$ cat src/rtl/demux_pkg.sv
// rtl/demux_pkg.sv - shared mode encodings, channel-count bounds and select-width helpers
package demux_pkg;

    localparam logic MODE_UNI   = 1'b0;
    localparam logic MODE_BCAST = 1'b1;

    localparam int NUM_OUT_MIN = 2;
    localparam int NUM_OUT_MAX = 16;

    function automatic int clog2_f(input int n);
        int r;
        int v;
        r = 0;
        v = n - 1;
        while (v > 0) begin
            r++;
            v = v >> 1;
        end
        return r;
    endfunction

    // A select bus is never narrower than one bit, even for tiny channel counts.
    function automatic int sel_width(input int n);
        return (clog2_f(n) < 1) ? 1 : clog2_f(n);
    endfunction

endpackage

$ cat src/rtl/demux_dec.sv
// rtl/demux_dec.sv - channel decode: one-hot or all-ones target mask plus out-of-range flag
module demux_dec
    import demux_pkg::*;
#(
    parameter int SEL_W   = 2,
    parameter int NUM_OUT = 4
) (
    input  logic [SEL_W-1:0]   sel,
    input  logic               bcast,
    input  logic               en,
    output logic [NUM_OUT-1:0] mask,
    output logic               oob
);

    logic [31:0] sel_ext;

    assign sel_ext = 32'(sel);

    always_comb begin
        mask = '0;
        oob  = 1'b0;
        if (en) begin
            if (bcast == MODE_BCAST) begin
                mask = '1;
            end else if (sel_ext < 32'(NUM_OUT)) begin
                for (int i = 0; i < NUM_OUT; i++) begin
                    mask[i] = (sel_ext == 32'(i));
                end
            end else begin
                oob = 1'b1;
            end
        end
    end

endmodule

$ cat src/rtl/demux_router.sv
// rtl/demux_router.sv - registered 1-to-NUM_OUT demux with unicast/broadcast and per-channel backpressure
module demux_router
    import demux_pkg::*;
#(
    parameter int DATA_W  = 8,
    parameter int NUM_OUT = 4,
    parameter int SEL_W   = sel_width(NUM_OUT)
) (
    input  logic               clk,
    input  logic               rst_n,
    input  logic               in_valid,
    output logic               in_ready,
    input  logic [DATA_W-1:0]  in_data,
    input  logic [SEL_W-1:0]   in_sel,
    input  logic               in_bcast,
    output logic [NUM_OUT-1:0] out_valid,
    input  logic [NUM_OUT-1:0] out_ready,
    output logic [DATA_W-1:0]  out_data,
    output logic               err_oob,
    output logic               busy
);

    logic [NUM_OUT-1:0] pend;
    logic [NUM_OUT-1:0] rem;
    logic [NUM_OUT-1:0] dec_mask;
    logic               dec_oob;
    logic               accept;

    // Ready looks through this cycle's handshakes so a draining word never costs a bubble.
    assign rem       = pend & ~out_ready;
    assign in_ready  = (rem == '0);
    assign accept    = in_valid & in_ready;
    assign out_valid = pend;
    assign busy      = |pend;

    demux_dec #(
        .SEL_W   (SEL_W),
        .NUM_OUT (NUM_OUT)
    ) u_dec (
        .sel   (in_sel),
        .bcast (in_bcast),
        .en    (accept),
        .mask  (dec_mask),
        .oob   (dec_oob)
    );

    always_ff @(posedge clk or negedge rst_n) begin
        if (!rst_n) begin
            pend     <= '0;
            out_data <= '0;
            err_oob  <= 1'b0;
        end else begin
            err_oob <= dec_oob;
            if (accept) begin
                out_data <= in_data;
                pend     <= dec_mask;
            end else begin
                pend     <= rem;
            end
        end
    end

    a_num_out_range: assert property (@(posedge clk)
        (NUM_OUT >= NUM_OUT_MIN) && (NUM_OUT <= NUM_OUT_MAX));

    a_data_stable: assert property (@(posedge clk) disable iff (!rst_n)
        (|rem) |=> $stable(out_data));

    a_valid_holds: assert property (@(posedge clk) disable iff (!rst_n)
        (|rem) |=> ((out_valid & $past(rem)) == $past(rem)));

endmodule

$ cat config.mk
export PLATFORM = sky130hd
export DESIGN_NAME = demux_router
export DESIGN_NICKNAME = d
export VERILOG_FILES = /design/src/rtl/demux_pkg.sv /design/src/rtl/demux_dec.sv /design/src/rtl/demux_router.sv
export SDC_FILE = /design/constraint.sdc
export NUM_CORES = 1
export LEC_CHECK = 0
export BUFFER_PORTS_ARGS = -buffer_cell sky130_fd_sc_hd__buf_2
export CAP_MARGIN = 10
export CORE_UTILIZATION = 43
export CTS_BUF_LIST = sky130_fd_sc_hd__clkbuf_2 sky130_fd_sc_hd__clkbuf_4 sky130_fd_sc_hd__clkbuf_8
export DETAILED_ROUTE_END_ITERATION = 7
export PLACE_DENSITY = 0.85
export SKIP_CTS_REPAIR_TIMING = 1
export SYNTH_ARGS = -nofsm -noshare
export SYNTH_HDL_FRONTEND = slang
export SYNTH_SLANG_ARGS = --single-unit
$ cat constraint.sdc
create_clock -name clk -period 1.8 [get_ports clk]
set_input_delay 0.09 -clock clk [delete_from_list [all_inputs] [get_ports clk]]
set_output_delay 0.09 -clock clk [all_outputs]
set_load 0.005 [all_outputs]
==> impl_metrics.py <==
metrics = {
    "sta": {
        "setup-tns-final_ns": 0,
        "finClkSkew_ns": 0.00117,
        "slew_violations": 0,
        "setup_viol": 0,
        "fmax_mhz": 637,
        "finalHoldViolCount": 0,
        "rsz0062_at_grt": "no",
        "finalCritPeriodShare_pct": 87.2,
        "finalCriticalPeriod_ns": 1.57,
    },
    "floorplan": {
        "die_w_um": 38.3,
        "core_area_mm2": 0.00117,
        "initial_utilization_pct": 48.5,
        "die_area_mm2": 0.00147,
        "fp-row-count": 12,
        "io_pins": 33,
        "die_h_um": 38.3,
    },
    "power_and_ir_drop": {
        "ir_drop_mv": 0.528,
        "leakage_nw": 0.404,
        "powerDensity_mw_per_mm2": 1160,
        "total_power_mw": 0.875,
    },
    "placed_design": {
        "routabilityCongestion": 0.803,
        "dp_hpwl_um": 884,
        "io_buffers": 31,
        "dp.cells": 83,
    },
    "routing": {
        "num_vias": 427,
        "wl_um": 1130,
        "viasPerCell": 4.91,
        "firstDrtPassIters": 4,
        "avgRoutedWirePerCell_um": 13.0,
        "drcViolationCount": 0,
        "first_iter_violations": 5,
        "final_antenna_net_count": 0,
    },
    "global_routing": {
        "overflow": 0,
        "grt_first_pass_wirelength_um": 1650,
        "groute.usage.overall_pct": 17.1,
        "grt_max_degree": 13,
        "grt_antenna_before_repair": 0,
        "grt_pass1_vias": 405,
    },
    "clocking": {
        "cts-buffers-inserted": 3,
        "cts_tree": "done",
        "clock_latency_ns": 0.27,
        "h-tree-depth": 1,
        "clk_pin_slew_ns": 0.07,
        "cts_root_buf": "clkbuf_4",
        "cts.path.max_buffers": 2,
        "cts_sinks": 12,
    },
    "setup_path": {
        "critPathLaunch": "out_valid[0]",
        "rrSetupSlack_ns": 0.23,
        "ff2ff_path_depth": 4,
        "required_ns": 1.96,
        "cp-end-kind": "flip-flop",
        "worst-setup-path-type": "flip-flop to flip-flop",
        "start_kind": "flip-flop",
        "r2r-start": "out_valid[0]",
        "cp_max_fo": 12,
        "critPathArrivalTime_ns": 1.73,
    },
    "min_path": {
        "hold_start": "in_data[1]",
        "min_delay_path_depth": 2,
        "holdCritPathClass": "input pin to flip-flop",
    },
    "outcome": {
        "outcome": "finished, final reports clean",
    },
    "synthesis": {
        "yosys_warnings": 0,
        "synthCells": 40,
        "syn-cell-area_um2": 568,
        "syn_avg_cell_area_um2": 14.2,
        "synth_seq_area_share_pct": 52.9,
        "synth.distinct_cells": 14,
        "ys_seq_elements": 12,
        "syn_nets": 58,
    },
    "final_layout": {
        "final_cell_count_no_fill": 87,
        "final_cell_mix": "buf_2 (31), dfrtp_1 (12), mux2_4 (6), a21oi_1 (4), o21bai_1 (4)",
        "final_common_cell": "buf_2",
        "nets": 93,
        "area_growth_pct": 32.8,
        "layout-drive-gt1-share_pct": 63.0,
        "n_antenna_cell": 0,
    },
    "run": {
        "drv_cap": 0,
    },
}
[synth_stat cells]
cell type  instances  area, um^2
mux2_4             6        90.1
buf_4              1        7.51
o21bai_1           4        30.0
buf_6              1        11.3
nor2b_4            2        27.5
mux2_2             2        22.5
nor2b_1            2        12.5
nor4_4             1        21.3
conb_1             1        3.75
dfrtp_1           12         300
or4_1              1        7.51
a21oi_1            4        20.0
inv_1              2        7.51
nand2_2            1        6.26
[state kept, by name, summed over array words and instances, names as in the netlist]
signal	flops
out_data	8
out_valid	4
[critical path: stages, from the launching register on]
cell and delay (ns):
dfrtp_1 0.39, nor2b_4 0.14, nor4_4 0.30, nand2_2 0.26, mux2_4 0.36
[layout make-up]
class | instances | area, um^2
Fill cell | 102 | 417
Sequential cell | 12 | 300
Multi-Input combinational cell | 24 | 241
Timing Repair Buffer | 32 | 165
Clock buffer | 3 | 22.5
Tap cell | 14 | 17.5
Inverter | 2 | 7.51
[power breakdown]
part / internal, mW / leakage (nW) / switching [mW] / total (mW)
registers: 0.352 / 0.144 / 0.0448 / 0.397
logic: 0.197 / 0.246 / 0.119 / 0.317
clock network: 0.0774 / 0.0138 / 0.0840 / 0.161
total: 0.627 / 0.404 / 0.248 / 0.875
[logic make-up (layout without fill, tap and decap cells)]
logic type	after synthesis	in the layout	share of synthesized area, %
other	1	1	0.660
DFF	12	12	52.9
muxes	8	8	19.8
buffers and inverters	4	37	4.63
AOI/OAI and AO/OA	8	8	8.81
and+or+nand+nor	7	7	13.2
[layer usage]
layer | vias to the layer above | share of wire [%] | GRT usage, %
met5 | - | 0 | 0
met4 | 0 | 0.89 | 5.17
met3 | 2 | 7.3 | 7.56
met2 | 21 | 52 | 30.1
met1 | 202 | 40 | 18.2
li1 | 202 | - | -
[per-stage QoR]
stage | utilization [%] | area (um^2) | setup WS (ns) | hold slack, ns
floorplan | - | 568 | 0.309 | -0.206
global placement | 61.6 | 722 | 0.305 | -0.0241
detailed placement | 61.6 | 722 | 0.244 | -0.0211
CTS | 63.6 | 744 | 0.234 | -0.309
global route | 64.4 | 754 | 0.177 | 0.0357
finish | 64.4 | 754 | 0.231 | 0.0477
[path summary, 6_finish.rpt]
path | to
min reg2reg | out_data[3]
min in group asynchronous | out_valid[2]
max in group asynchronous | out_data[2]
max | out_data[2]
min | out_data[1]
max reg2reg | out_data[2]
Note: power is estimated with default switching activity, not from simulation.
